--- config.mk ---
export PLATFORM = sky130hd
export DESIGN_NAME = uart_tx
export DESIGN_NICKNAME = d
export VERILOG_FILES = /design/src/rtl/uart_tx_pkg.sv /design/src/rtl/uart_tx_baud_gen.sv /design/src/rtl/uart_tx.sv
export SDC_FILE = /design/constraint.sdc
export NUM_CORES = 1
export LEC_CHECK = 0
export BUFFER_PORTS_ARGS = -buffer_cell sky130_fd_sc_hd__buf_2
export CORE_ASPECT_RATIO = 1.25
export CORE_MARGIN = 4
export CORE_UTILIZATION = 45
export DETAILED_ROUTE_END_ITERATION = 16
export MAX_ROUTING_LAYER = met4
export RECOVER_POWER = 25
export SYNTH_ARGS = -nofsm -noshare
export SYNTH_HDL_FRONTEND = slang
export SYNTH_SLANG_ARGS = --single-unit
--- constraint.sdc ---
create_clock -name clk -period 3.4 [get_ports clk]
set_clock_uncertainty 0.05 [all_clocks]
set_input_delay 0.17 -clock clk [delete_from_list [all_inputs] [get_ports clk]]
set_output_delay 0.17 -clock clk [all_outputs]
set_load 0.01 [all_outputs]
--- src/rtl/uart_tx_pkg.sv ---
// uart_tx_pkg: shared constants for the UART transmitter.
// Holds the board clock frequency and the 2-bit FSM state encodings.
package uart_tx_pkg;

    localparam int BOARD_CLK_FREQ = 100_000_000;

    localparam logic [1:0] ST_IDLE  = 2'd0;
    localparam logic [1:0] ST_START = 2'd1;
    localparam logic [1:0] ST_DATA  = 2'd2;
    localparam logic [1:0] ST_STOP  = 2'd3;

    typedef enum logic [1:0] {
        IDLE  = ST_IDLE,
        START = ST_START,
        DATA  = ST_DATA,
        STOP  = ST_STOP
    } state_e;

endpackage

--- src/rtl/uart_tx_baud_gen.sv ---
// baud_gen: bit-period counter, wraps CLKS_PER_BIT-1 -> 0 and flags the
// last cycle of each bit. Ports: clk, rst (async, active-low), clear, tick.
module baud_gen #(
    parameter int CLKS_PER_BIT = 868
) (
    input  logic clk,
    input  logic rst,
    input  logic clear,
    output logic tick
);

    localparam int CW = (CLKS_PER_BIT > 2) ? $clog2(CLKS_PER_BIT) : 1;
    localparam logic [CW-1:0] LAST = CW'(CLKS_PER_BIT - 1);

    logic [CW-1:0] cnt_q;
    logic [CW-1:0] cnt_d;

    assign tick = (cnt_q == LAST);

    always_comb begin
        cnt_d = cnt_q + CW'(1);
        if (clear || tick) begin
            cnt_d = '0;
        end
    end

    always_ff @(posedge clk or negedge rst) begin
        if (!rst) begin
            cnt_q <= '0;
        end else begin
            cnt_q <= cnt_d;
        end
    end

endmodule

--- src/rtl/uart_tx.sv ---
// uart_tx: 8N1 serial transmitter with a valid/ready byte input.
// Ports: clk, rst (async, active-low), tx_data, tx_valid, tx_ready, tx, busy.
module uart_tx
    import uart_tx_pkg::*;
#(
    parameter int CLK_FREQ = BOARD_CLK_FREQ,
    parameter int BAUD     = 115200
) (
    input  logic       clk,
    input  logic       rst,
    input  logic [7:0] tx_data,
    input  logic       tx_valid,
    output logic       tx_ready,
    output logic       tx,
    output logic       busy
);

    localparam int CLKS_PER_BIT = CLK_FREQ / BAUD;

    state_e     state_q;
    logic [7:0] shreg_q;
    logic [2:0] idx_q;
    logic       tx_q;
    logic       rdy_q;
    logic       tick;

    // The counter is held at zero while idle, so the acceptance edge
    // starts a fresh bit period for the start bit.
    baud_gen #(
        .CLKS_PER_BIT(CLKS_PER_BIT)
    ) u_baud (
        .clk  (clk),
        .rst  (rst),
        .clear(rdy_q),
        .tick (tick)
    );

    assign tx       = tx_q;
    assign tx_ready = rdy_q;
    assign busy     = ~rdy_q;

    always_ff @(posedge clk or negedge rst) begin
        if (!rst) begin
            state_q <= IDLE;
            shreg_q <= 8'h00;
            idx_q   <= 3'd0;
            tx_q    <= 1'b1;
            rdy_q   <= 1'b1;
        end else begin
            unique case (state_q)
                IDLE: begin
                    if (tx_valid) begin
                        shreg_q <= tx_data;
                        idx_q   <= 3'd0;
                        tx_q    <= 1'b0;
                        rdy_q   <= 1'b0;
                        state_q <= START;
                    end
                end
                START: begin
                    if (tick) begin
                        tx_q    <= shreg_q[0];
                        state_q <= DATA;
                    end
                end
                DATA: begin
                    if (tick) begin
                        if (idx_q == 3'd7) begin
                            idx_q   <= 3'd0;
                            tx_q    <= 1'b1;
                            state_q <= STOP;
                        end else begin
                            idx_q   <= idx_q + 3'd1;
                            tx_q    <= shreg_q[idx_q + 3'd1];
                        end
                    end
                end
                STOP: begin
                    if (tick) begin
                        rdy_q   <= 1'b1;
                        state_q <= IDLE;
                    end
                end
                default: begin
                    state_q <= IDLE;
                end
            endcase
        end
    end

endmodule

Word level (Yosys, flattened, before mapping)
Index checks and enable logic that the tools add are counted.
W data, S select, Z words.
{"block": "word_totals", "ff_bits": 25, "latchBits": 0, "ramBits": 0, "rom_bits": 0, "input_bits": 11, "output_inout_bits": 3, "wordCells": 50, "memories": 0}
{"block": "op_classes", "addsub": 2, "mul": 0, "n_div": 0, "n_lt_le_gt_ge": 1, "eq_ne": 10, "shift": 0, "mux": 20, "bitwise_logic": 1, "n_reduce_logical": 10}
{"op": "$add A10 B1 Y10 const B", "n": 1}
{"op": "$eq A10 B10 Y1 const B", "n": 1}
{"op": "$mux W10", "n": 1}
{"op": "$mux W2", "n": 5}
{"op": "$mux W3", "n": 3}
{"op": "$pmux W2 S4", "n": 1}
{"op": "$mux W1", "n": 6}
{"op": "$ne A2 B1 Y1 const B", "n": 3}
{"op": "$pmux W3 S2", "n": 1}
{"op": "$reduce_and A3 Y1", "n": 2}
{"op": "$reduce_and A5 Y1", "n": 1}
{"op": "$eq A2 B2 Y1 const B", "n": 2}
{"op": "$lt A3 B4 Y1 const B", "n": 1}
{"op": "$ne A2 B2 Y1 const B", "n": 2}
{"op": "$reduce_and A4 Y1", "n": 1}
{"op": "$reduce_bool A2 Y1", "n": 2}
{"op": "$add A3 B1 Y3 const B", "n": 1}
{"op": "$bmux W1 S3", "n": 1}
{"op": "$eq A3 B3 Y1 const B", "n": 1}
{"op": "$pmux W1 S3", "n": 1}
{"op": "$reduce_bool A3 Y1", "n": 1}
{"op": "$eq A2 B1 Y1 const B", "n": 1}
{"op": "$logic_not A2 Y1", "n": 1}
{"op": "$pmux W1 S2", "n": 1}
{"op": "3 further kinds", "n": 3}

Depth between registers and ports, before layout
{"block": "logic_depth", "ltp_word": 6, "mapped_depth": 7}

Hierarchy
From an unflattened synthesis, not the netlist that was laid out.
{"block": "unflattened", "hier_cells": 120, "hier_area_um2": 1348.8}
{"module": "uart_tx", "instances": 1, "cells_per_inst": 68, "area_per_inst_um2": 834.6}
{"module": "baud_gen", "instances": 1, "cells_per_inst": 52, "area_per_inst_um2": 514.2}

Least setup slack after synthesis
Ideal clock, no wire load.
{"block": "synth_timing", "path_kind": "register to register", "start": "register idx_q[0]", "end": "register tx_q, in the netlist tx", "setup_time_ps": 84, "t_arrival_ps": 1773, "required_time_ps": 3266, "slack_ps": 1494, "path_stages_with_launch": 6, "path_buffers": 0, "period_less_slack_ps": 1906, "path_cell_list": "dfrtp_1 -> ha_1 -> mux2_2 -> mux4_2 -> o211ai_2 -> a2bb2oi_1"}
{"block": "synth_between", "elab_chain_cells": 6, "word_cells_on_any_way": 7}
{"element": "start, declared", "line": "uart_tx.sv:22", "source": "logic [2:0] idx_q;"}
{"element": "start signal, assigned", "line": "uart_tx.sv:73", "source": "idx_q <= idx_q + 3'd1;"}
{"element": "$add A3 B1 Y3", "line": "uart_tx.sv:74", "source": "tx_q <= shreg_q[idx_q + 3'd1];"}
{"element": "$bmux W1 S3", "line": "uart_tx.sv:74"}
{"element": "$mux W1 (not written as such)", "line": "uart_tx.sv:74"}
{"element": "$mux W1 (*)", "line": "uart_tx.sv:68", "source": "if (idx_q == 3'd7) begin"}
{"element": "$mux W1 (*)", "line": "uart_tx.sv:67", "source": "if (tick) begin"}
{"element": "$pmux W1 S3 (*)", "line": "uart_tx.sv:50", "source": "unique case (state_q)"}
{"element": "end signal, assigned", "line": "uart_tx.sv:62", "source": "tx_q <= shreg_q[0];"}
{"element": "end signal, assigned", "line": "uart_tx.sv:74"}
{"element": "end, declared", "line": "uart_tx.sv:23", "source": "logic tx_q;"}
Mark *: on every way between the ends. The rest lies on a longest branch, timed or not. The select of a mux whose other input is x is not followed.
A chain may end at the register's enable or synchronous reset.

Worst setup path in the final report
Same ends and word-level chain as after synthesis.

==> impl_metrics.json <==
{
  "outcome": "complete, no violations",
  "dp_slack_ns": 1.36,
  "num_rows": 21,
  "place_area_mm2": 0.00144,
  "clk_path_buf_depth": 2,
  "start_kind": "flop",
  "drive_gt1_share_pct": 27.4,
  "holdCritPathClass": "input port to flop",
  "critPathRequiredTime_ns": 3.62,
  "wl_per_cell_um": 15.1,
  "multi_input_comb_area_um2": 682,
  "syn_avg_cell_area_um2": 11.3,
  "port_buffers": 13,
  "yosysSeqAreaShare_pct": 46.7,
  "path_cells": "ha_1, mux2_2, mux4_2, o211ai_2, a2bb2oi_1",
  "synth_ff_type": "dfrtp_1",
  "synth-warning-count": 0,
  "grt_pass1_vias": 985,
  "initial_core_util_pct": 48.3,
  "ys_types": 36,
  "yosys-top-cells-area": "dfrtp_1, mux2_2, ha_1",
  "peakVddDrop_mv": 0.478,
  "ioPinCount": 14,
  "worstMarginPinSlew_ns": 1.37,
  "syn_area_mm2": 0.00135,
  "p_per_area_mw_per_mm2": 702,
  "die_w_um": 56.9,
  "synth_top_cell_by_area": "dfrtp_1",
  "antenna_cells": 0,
  "wirelength_mm": 2.56,
  "mostFrequentLayoutCells": "dfrtp_1, nor2_1, buf_2",
  "period_needed_ns": 2.08,
  "cts_setup_buffers": 0,
  "slowest_stage": "mux4_2",
  "fmax_mhz": 481,
  "clkTransAtPathRegs_ns": 0.14,
  "slew_headroom_pct": 8.83,
  "critPathArrivalTime_ns": 2.30,
  "tns_ns": 0,
  "setup_violations": 0,
  "synth_seq_cells": 25,
  "viasPerCell": 5.60,
  "num_vias": 947,
  "critPathMaxFanout": 6,
  "setup_ws_ns": 1.32,
  "final_area_mm2": 0.00148,
  "placedCellCount": 164,
  "leakage_nw": 0.669,
  "grt_antenna_before_repair": 0,
  "gp_congestion": 0.806,
  "fill_cells": 267,
  "syn_inst": 119,
  "synthArstFlopShare_pct": 100,
  "final_nets": 155,
  "hold_viol_final": 0,
  "slew_viol_final": 0,
  "core_mm2": 0.00279,
  "drc": 0,
  "dieArea_mm2": 0.00393,
  "grt_max_degree": 26,
  "htreeDepth": 1,
  "grt_usage_pct": 14.2,
  "dr.first_iter.drc_count": 44,
  "dp_hpwl_mm": 1.92,
  "clockRootBuffer": "clkbuf_4",
  "fp.dieH_um": 69.1,
  "critPathMaxStageDelay_ns": 0.48,
  "drt-pass1-iter-count": 4,
  "layout_worst_path_cycle_share_pct": 61.2,
  "maxCapViolCount": 0,
  "cts_buffers": 3,
  "clkLatencyLatePin_ns": 0.32,
  "synth_edf_count": 0,
  "syn_nets": 138,
  "p_total_mw": 1.04,
  "path_buf_inv": 0,
  "grt_pass1_wl_mm": 4.42,
  "rsz0062_at_grt": "no",
  "ant_nets": 0,
  "syn_to_final_growth_pct": 9.67,
  "instances_no_fill": 169,
  "cp-end-kind": "flop",
  "crit_family": "multiplexers",
  "cts_tree": "done",
  "clkSinkCount": 25,
  "criticalPathCategory": "flop to flop",
  "synth_top_area_share_pct": 42.8,
  "layout_commonest_cell": "dfrtp_1",
  "grt-ovfl-total": 0,
  "seqCellArea_um2": 628
}
[state kept, by name (all words and copies together) (netlist names)]
register / flops
shreg_q: 8
state_q: 2
tx: 1
tx_ready: 1
u_baud.cnt_q: 10
idx_q: 3
[through the flow]
step | hold slack (ns) | utilization [%]
after floorplan | -0.176 | -
after detailed placement | 0.152 | 51.6
final | 0.0151 | 53.0
after CTS | 0.0105 | 53.0
after global placement | 0.147 | 51.6
after global routing | 0.00119 | 53.0
[power by group]
group          total [mW]  internal [mW]  switching (mW)
Clock               0.138         0.0450          0.0934
Sequential          0.440          0.382          0.0583
Combinational       0.457          0.246           0.211
Total                1.04          0.674           0.362
[logic make-up after synthesis]
family	after synthesis	synth area share [%]
AO/OA/AOI/OAI	14	8.84
XOR/XNOR	8	5.21
adder cells (fa/ha/maj)	8	7.44
buffers and inverters	7	2.60
flip-flops	25	46.7
multiplexers	14	12.8
AND/OR/NAND/NOR	43	16.4
[routing by layer]
layer	vias up	share of wire, %	GRT usage [%]
met2	21	53	23.5
li1	461	-	-
met4	0	2.6	5.67
met1	457	41	17.1
met3	8	3.2	1.87
met5	-	0	-
[worst paths after layout]
check | from | to | slack [ns] | depth (start not counted)
max in group asynchronous | rst | shreg_q[1] | 1.89 | 2
max reg2reg | idx_q[0] | tx | 1.32 | 5
min in group asynchronous | rst | u_baud.cnt_q[6] | 0.61 | 2
max | idx_q[0] | tx | 1.32 | 5
min reg2reg | u_baud.cnt_q[0] | u_baud.cnt_q[0] | 0.45 | 1
min | tx_data[7] | shreg_q[7] | 0.02 | 2
[repair_timing]
action	4_1_cts	5_1_grt
hold buffers	1	0
endpoints found under the setup margin	0	0
gates resized for setup	0	0
hold endpoints to repair	23	0
[layout make-up]
cell class / instances / area share (%)
multi-input combinational: 87 / 46.2
sequential: 25 / 42.6
timing repair buffer: 14 / 5.00
tap: 34 / 2.88
clock buffer: 3 / 1.53
inverter: 5 / 1.27
clock inverter: 1 / 0.509
[Yosys cell counts (all sizes together) (2+ instances only)]
| cell | instances |
|---|---|
| ha | 8 |
| nand2 | 10 |
| mux2 | 13 |
| o21ai | 3 |
| nand2b | 3 |
| xnor2 | 3 |
| nand3 | 5 |
| dfstp | 2 |
| xor2 | 5 |
| inv | 5 |
| and3 | 4 |
| nor2 | 12 |
| buf | 2 |
| dfrtp | 23 |
| nand4 | 4 |
| o211ai | 2 |
(Power assumes the default switching activity.)
